--- config.mk ---
export PLATFORM = sky130hd
export DESIGN_NAME = adsr_envelope_flat
export DESIGN_NICKNAME = d
export VERILOG_FILES = /design/src/rtl/synth_pkg.sv /design/src/rtl/adsr_envelope_if.sv /design/src/rtl/env_sat_step.sv /design/src/rtl/adsr_envelope.sv /design/src/flat_wrapper.sv
export SDC_FILE = /design/constraint.sdc
export NUM_CORES = 1
export LEC_CHECK = 0
export BUFFER_PORTS_ARGS = -buffer_cell sky130_fd_sc_hd__buf_2
export CAP_MARGIN = 20
export CORE_AREA = 2 2 106 108
export CTS_CLUSTER_DIAMETER = 40
export DETAILED_ROUTE_END_ITERATION = 10
export DIE_AREA = 0 0 108 110
export PLACE_DENSITY = 0.62
export SYNTH_ARGS = -nofsm -noshare
export SYNTH_HDL_FRONTEND = slang
export SYNTH_SLANG_ARGS = --single-unit
--- constraint.sdc ---
create_clock -name clk -period 5 [get_ports clk]
set_clock_uncertainty 0.2 [all_clocks]
set_input_delay 0 -clock clk [delete_from_list [all_inputs] [get_ports clk]]
set_output_delay 0 -clock clk [all_outputs]
set_load 0.01 [all_outputs]
--- src/rtl/synth_pkg.sv ---
// Shared constants for the synth voice blocks: envelope phase encodings and
// the full-scale helper used by the envelope datapath.
package synth_pkg;

  localparam logic [2:0] PH_IDLE    = 3'd0;
  localparam logic [2:0] PH_ATTACK  = 3'd1;
  localparam logic [2:0] PH_DECAY   = 3'd2;
  localparam logic [2:0] PH_SUSTAIN = 3'd3;
  localparam logic [2:0] PH_RELEASE = 3'd4;

  // Largest unsigned value representable in 'width' bits.
  function automatic logic [31:0] env_max(input int unsigned width);
    logic [32:0] full;
    full = (33'd1 << width) - 33'd1;
    return full[31:0];
  endfunction

endpackage

--- src/rtl/adsr_envelope_if.sv ---
// Control/step inputs and envelope outputs of one ADSR voice. The master side
// (control path) drives tick, gate and the live rate controls.
interface adsr_envelope_if #(
  parameter int WIDTH = 16
);

  logic             tick;
  logic             gate;
  logic [WIDTH-1:0] attack_step;
  logic [WIDTH-1:0] decay_step;
  logic [WIDTH-1:0] sustain_lvl;
  logic [WIDTH-1:0] release_step;
  logic [WIDTH-1:0] env;
  logic             env_valid;
  logic [2:0]       phase;
  logic             active;

  modport master (
    output tick, gate, attack_step, decay_step, sustain_lvl, release_step,
    input  env, env_valid, phase, active
  );

  modport slave (
    input  tick, gate, attack_step, decay_step, sustain_lvl, release_step,
    output env, env_valid, phase, active
  );

endinterface

--- src/rtl/env_sat_step.sv ---
// Combinational envelope step: saturating add/subtract toward the current
// phase's target, with a flag raised when the target is reached.
module env_sat_step
  import synth_pkg::*;
#(
  parameter int WIDTH = 16
) (
  input  logic [2:0]       phase,
  input  logic [WIDTH-1:0] env,
  input  logic [WIDTH-1:0] attack_step,
  input  logic [WIDTH-1:0] decay_step,
  input  logic [WIDTH-1:0] sustain_lvl,
  input  logic [WIDTH-1:0] release_step,
  output logic [WIDTH-1:0] next_env,
  output logic             reached
);

  localparam logic [WIDTH-1:0] ENV_MAX = WIDTH'(env_max(WIDTH));

  logic        [WIDTH:0] sum;
  logic signed [WIDTH:0] diff;

  // Decay compares signed so a step larger than env still clamps to sustain.
  always_comb begin
    sum      = {1'b0, env} + {1'b0, attack_step};
    diff     = $signed({1'b0, env}) - $signed({1'b0, decay_step});
    next_env = env;
    reached  = 1'b0;
    case (phase)
      PH_IDLE: next_env = '0;
      PH_ATTACK: begin
        if ((sum >= {1'b0, ENV_MAX}) || (attack_step == '0)) begin
          next_env = ENV_MAX;
          reached  = 1'b1;
        end else begin
          next_env = sum[WIDTH-1:0];
        end
      end
      PH_DECAY: begin
        if ((diff <= $signed({1'b0, sustain_lvl})) || (decay_step == '0)) begin
          next_env = sustain_lvl;
          reached  = 1'b1;
        end else begin
          next_env = env - decay_step;
        end
      end
      PH_SUSTAIN: next_env = sustain_lvl;
      PH_RELEASE: begin
        if ((env <= release_step) || (release_step == '0)) begin
          next_env = '0;
          reached  = 1'b1;
        end else begin
          next_env = env - release_step;
        end
      end
      default: next_env = '0;
    endcase
  end

endmodule

--- src/rtl/adsr_envelope.sv ---
// Tick-driven ADSR envelope generator for one voice: gate edge detection,
// phase register, envelope register and the per-step sample strobe.
module adsr_envelope
  import synth_pkg::*;
#(
  parameter int WIDTH = 16
) (
  input  logic           clk,
  input  logic           rst_n,
  adsr_envelope_if.slave bus
);

  logic             gate_d;
  logic             gate_q;
  logic [2:0]       phase_q;
  logic [2:0]       phase_next;
  logic [WIDTH-1:0] env_q;
  logic [WIDTH-1:0] step_env;
  logic             env_valid_q;
  logic             reached;
  logic             rise;
  logic             fall;

  assign rise = gate_d & ~gate_q;
  assign fall = ~gate_d & gate_q;

  env_sat_step #(
    .WIDTH (WIDTH)
  ) u_step (
    .phase        (phase_q),
    .env          (env_q),
    .attack_step  (bus.attack_step),
    .decay_step   (bus.decay_step),
    .sustain_lvl  (bus.sustain_lvl),
    .release_step (bus.release_step),
    .next_env     (step_env),
    .reached      (reached)
  );

  // Phase to move to once the current phase's target is reached.
  always_comb begin
    phase_next = phase_q;
    case (phase_q)
      PH_IDLE:    phase_next = PH_IDLE;
      PH_ATTACK:  phase_next = reached ? PH_DECAY : PH_ATTACK;
      PH_DECAY:   phase_next = reached ? PH_SUSTAIN : PH_DECAY;
      PH_SUSTAIN: phase_next = PH_SUSTAIN;
      PH_RELEASE: phase_next = reached ? PH_IDLE : PH_RELEASE;
      default:    phase_next = PH_IDLE;
    endcase
  end

  // Gate edges win over a tick in the same cycle: only the phase moves.
  always_ff @(posedge clk) begin
    if (!rst_n) begin
      gate_d      <= 1'b0;
      gate_q      <= 1'b0;
      phase_q     <= PH_IDLE;
      env_q       <= '0;
      env_valid_q <= 1'b0;
    end else begin
      gate_d      <= bus.gate;
      gate_q      <= gate_d;
      env_valid_q <= bus.tick;
      if (rise) begin
        phase_q <= PH_ATTACK;
      end else if (fall) begin
        if ((phase_q == PH_ATTACK) || (phase_q == PH_DECAY) || (phase_q == PH_SUSTAIN)) begin
          phase_q <= PH_RELEASE;
        end
      end else if (bus.tick) begin
        env_q   <= step_env;
        phase_q <= phase_next;
      end
    end
  end

  assign bus.env       = env_q;
  assign bus.env_valid = env_valid_q;
  assign bus.phase     = phase_q;
  assign bus.active    = (phase_q != PH_IDLE);

endmodule
--- src/flat_wrapper.sv ---
// flat-port wrapper written by rule: the top's interface ports become plain ports
module adsr_envelope_flat import synth_pkg::*;
#(
  parameter int WIDTH = 16
)
  (clk, rst_n, bus_tick, bus_gate, bus_attack_step, bus_decay_step, bus_sustain_lvl, bus_release_step, bus_env, bus_env_valid, bus_phase, bus_active);
  adsr_envelope_if #(.WIDTH(WIDTH)) bus_i ();
  input  logic clk;
  input  logic rst_n;
  input wire logic [$bits(bus_i.tick)-1:0] bus_tick;
  input wire logic [$bits(bus_i.gate)-1:0] bus_gate;
  input wire logic [$bits(bus_i.attack_step)-1:0] bus_attack_step;
  input wire logic [$bits(bus_i.decay_step)-1:0] bus_decay_step;
  input wire logic [$bits(bus_i.sustain_lvl)-1:0] bus_sustain_lvl;
  input wire logic [$bits(bus_i.release_step)-1:0] bus_release_step;
  output wire logic [$bits(bus_i.env)-1:0] bus_env;
  output wire logic [$bits(bus_i.env_valid)-1:0] bus_env_valid;
  output wire logic [$bits(bus_i.phase)-1:0] bus_phase;
  output wire logic [$bits(bus_i.active)-1:0] bus_active;
  assign bus_i.tick = bus_tick;
  assign bus_i.gate = bus_gate;
  assign bus_i.attack_step = bus_attack_step;
  assign bus_i.decay_step = bus_decay_step;
  assign bus_i.sustain_lvl = bus_sustain_lvl;
  assign bus_i.release_step = bus_release_step;
  assign bus_env = bus_i.env;
  assign bus_env_valid = bus_i.env_valid;
  assign bus_phase = bus_i.phase;
  assign bus_active = bus_i.active;
  adsr_envelope #(.WIDTH(WIDTH)) u_core (.clk(clk), .rst_n(rst_n), .bus(bus_i));
endmodule
==> flow_metrics.env <==
export IMPL_preCtsSetupSlack_ps=48.01
export IMPL_p_leak_nw=2.531
export IMPL_irDropWorstVdd_uv=88.09
export IMPL_slew_headroom_pct=49.76
export IMPL_fmax_mhz=209.8
export IMPL_period_needed_ps=4766
export IMPL_end_kind="flop"
export IMPL_vias_per_cell=5.901
export IMPL_timing_final_ws_setup_ps=234.2
export IMPL_grt_pass1_vias=4761
export IMPL_synthXorXnorAreaFrac_pct=6.816
export IMPL_synth_main_ff_cell="dfxtp_1"
export IMPL_gp_congestion=1.048
export IMPL_outcome="finished clean"
export IMPL_ys_warn_count=0
export IMPL_yosys_area_share_simple_pct=19.92
export IMPL_instances_no_fill=832
export IMPL_placementRows=38
export IMPL_max_stage_delay_ps=400
export IMPL_fp_dieH_um=110
export IMPL_wire_per_inst_um=18.89
export IMPL_path_buf_inv=3
export IMPL_finalSetupViolCount=0
export IMPL_crit_top_cell="ha_1"
export IMPL_crit_path_top_delay_cell="a2111oi_2"
export IMPL_fillers=1065
export IMPL_chipWidth_um=108
export IMPL_netlist_instances=575
export IMPL_fp_coreArea_sq_mm=0.01070
export IMPL_grt_pass1_wl_mm=24.38
export IMPL_synth_yosys_seq_area_share_pct=10.39
export IMPL_critPathKind="flop to flop"
export IMPL_synth_area_top_cells="ha_1 19%, dfxtp_1 10%, inv_1 6.1%, a21oi_1 5.3%, o21ai_0 4.0%"
export IMPL_cts_tree="done"
export IMPL_crit_required_ps=4980
export IMPL_hpwl_mm=13.31
export IMPL_io_buffers=88
export IMPL_totalWireLength_mm=15.72
export IMPL_synth_distinct_cells=70
export IMPL_start_util_pct=39.64
export IMPL_antenna_found_initial=0
export IMPL_powerDensity_mw_per_mm2=109.7
export IMPL_drc=0
export IMPL_cp_start_kind="flop"
export IMPL_hold_violations=0
export IMPL_clockRootBuffer="clkbuf_8"
export IMPL_tightest_slew_ps=752.1
export IMPL_syn_mean_instance_area_sq_um=7.374
export IMPL_yosysTopAreaCell="ha_1"
export IMPL_io_pins=89
export IMPL_hp_class="input pin to flop"
export IMPL_syn2layout_area_growth_pct=23.10
export IMPL_grt_overflow=0
export IMPL_crit_chain="inv_1 > ha_1 > fa_2 > nor2b_2 > o2111a_1 > o311ai_1 > a21o_1 > a31o_2 > a21oi_1 > xor2_1 > ha_1 > o21ai_0 > o21ai_1 > a2111oi_2 > a211oi_2 > o21ai_2 > buf_6 > o21a_4 > buf_4 > nand2_1 > a41oi_1"
export IMPL_drive_above_1_share_pct=18.93
export IMPL_syn_num_nets=712
export IMPL_initialDrtViolationCount=425
export IMPL_synth_async_reset_ratio_pct=0
export IMPL_cp_max_fo=8
export IMPL_clk_latency_ps=260
export IMPL_yosysTopAreaCellShare_pct=19.47
export IMPL_dieArea_sq_mm=0.01188
export IMPL_cpLargestDelayFamily="compound AO/OA/AOI/OAI gates"
export IMPL_cts_max_level=1
export IMPL_synth_cell_area_sq_mm=0.004240
export IMPL_cts_buffers_inserted=3
export IMPL_drv_slew=0
export IMPL_grt_max_degree=18
export IMPL_synth_edf_count=0
export IMPL_placed_cells=808
export IMPL_diodes=0
export IMPL_synth_compound_area_share_pct=34.35
export IMPL_synth_seq_cells=22
export IMPL_synthAdderAreaFrac_pct=20.89
export IMPL_clkTransAtPathRegs_ps=90
export IMPL_post_route_period_util_pct=95.32
export IMPL_clk_path_buf_depth=2
export IMPL_cts_sinks=22
export IMPL_layout_nets=830
export IMPL_track_usage_pct=26.40
export IMPL_synth_top_family_by_area="compound AO/OA/AOI/OAI gates"
export IMPL_maxCapViolCount=0
export IMPL_detail_route_antenna_nets=0
export IMPL_vias=4910
export IMPL_drtPass1Iterations=5
export IMPL_cp_data_arrival_time_ps=4750
export IMPL_synth_area_mux_share_pct=0.4721
==> placed cells by master (no fill, tap or decap), drive strengths merged, types with 12 or more instances in the layout <==
master	synthesis	layout
o21ai	38	38
inv	69	69
buf	4	106
dfxtp	22	22
o21a	16	16
ha	66	66
nor2b	12	12
and2	14	14
a21oi	46	46
xnor2	19	19
nand3	15	15
xor2	14	14
dlygate4sd3	0	18
nand2	33	33
nor2	39	39
nor4	15	15
==> state kept, by name, indices dropped and copies added (netlist names) <==
register              cells
u_core.gate_d             1
u_core.gate_q             1
u_core.bus.env_valid      1
u_core.bus.phase          3
u_core.bus.env           16
==> power by group <==
part           switching (mW)  internal, mW  total [mW]  leakage [nW]
Clock                  0.0638        0.0702       0.134        0.0288
Sequential            0.00435         0.178       0.182         0.178
Combinational           0.147         0.109       0.256          2.32
Total                   0.215         0.357       0.572          2.53
==> repair_timing <==
action	4_1_cts	5_1_grt
buffers inserted	0	2
pin swaps	0	3
gates cloned	0	0
resized for setup	2	10
endpoints found under the setup margin	5	16
hold endpoints to repair	20	0
hold buffers	18	0
==> synth_stat cells, types with 12 or more instances <==
library cell,count
o21ai_0,34
and2_1,13
inv_1,69
xor2_1,14
ha_1,66
nor2_1,39
a21oi_1,45
nor4_1,15
nand2_1,32
nand3_1,14
o21a_1,16
dfxtp_1,22
nor2b_1,12
xnor2_1,19
==> cells by family (layout without fill, tap and decap cells) <==
logic type / after synthesis / after routing
and+or+nand+nor: 163 / 163
adders and majority gates: 69 / 69
AOI/OAI and AO/OA: 206 / 206
xor gates and xnor gates: 33 / 33
DFF: 22 / 22
muxes: 2 / 2
buffers and inverters: 80 / 197
==> final timing paths <==
kind	endpoint	startpoint	depth (start not counted)	slack, ps
worst min-delay path	u_core.bus.env[15]$_SDFFE_PN0P_	bus_sustain_lvl[15]	4	60
worst max-delay path	u_core.bus.env[8]$_SDFFE_PN0P_	u_core.bus.env[0]$_SDFFE_PN0P_	21	230
worst max register to register	u_core.bus.env[8]$_SDFFE_PN0P_	u_core.bus.env[0]$_SDFFE_PN0P_	21	230
worst min register to register	u_core.gate_q$_SDFF_PN0_	u_core.gate_d$_SDFF_PN0_	1	290
==> per-stage QoR <==
stage | total power [mW] | setup TNS (ps) | hold WS [ps] | utilization, % | instance area (sq um)
detailed placement | 0.4218 | 0 | 8.657 | 46.09 | 4931
global placement | 0.4193 | 0 | 4.762 | 46.09 | 4931
finish | 0.5724 | 0 | 60.58 | 48.80 | 5220
floorplan | 0.3340 | 0 | -78.29 | - | 4240
global route | 0.6041 | -46.54 | 67.79 | 48.80 | 5220
CTS | 0.5648 | 0 | 35.22 | 48.32 | 5169
==> layout make-up <==
type	instances	area, sq um	area share (%)
tap	140	175.2	3.356
sequential	22	440.4	8.437
timing repair buffer	124	759.5	14.55
inverter	69	259.0	4.962
clock buffer	4	55.05	1.055
multi-input combinational	473	3531	67.64
==> routing by layer <==
layer	up-vias	part of all wire, %	global-route usage, %
li1	2404	-	-
met1	2282	46	35.95
met2	198	45	44.20
met3	26	6.3	2.528
met4	0	3.0	8.059
met5	-	0	0
==> worst reg2reg max path, cell delays in order, from the launching register on <==
cell and delay (ps):
dfxtp_1 390, inv_1 110, ha_1 240, fa_2 360, nor2b_2 140, o2111a_1 200, o311ai_1 170, a21o_1 230
a31o_2 250, a21oi_1 170, xor2_1 250, ha_1 290, o21ai_0 160, o21ai_1 130, a2111oi_2 400, a211oi_2 120
o21ai_2 130, buf_6 160, o21a_4 160, buf_4 180, nand2_1 70, a41oi_1 200
(Power assumes the default switching activity.)
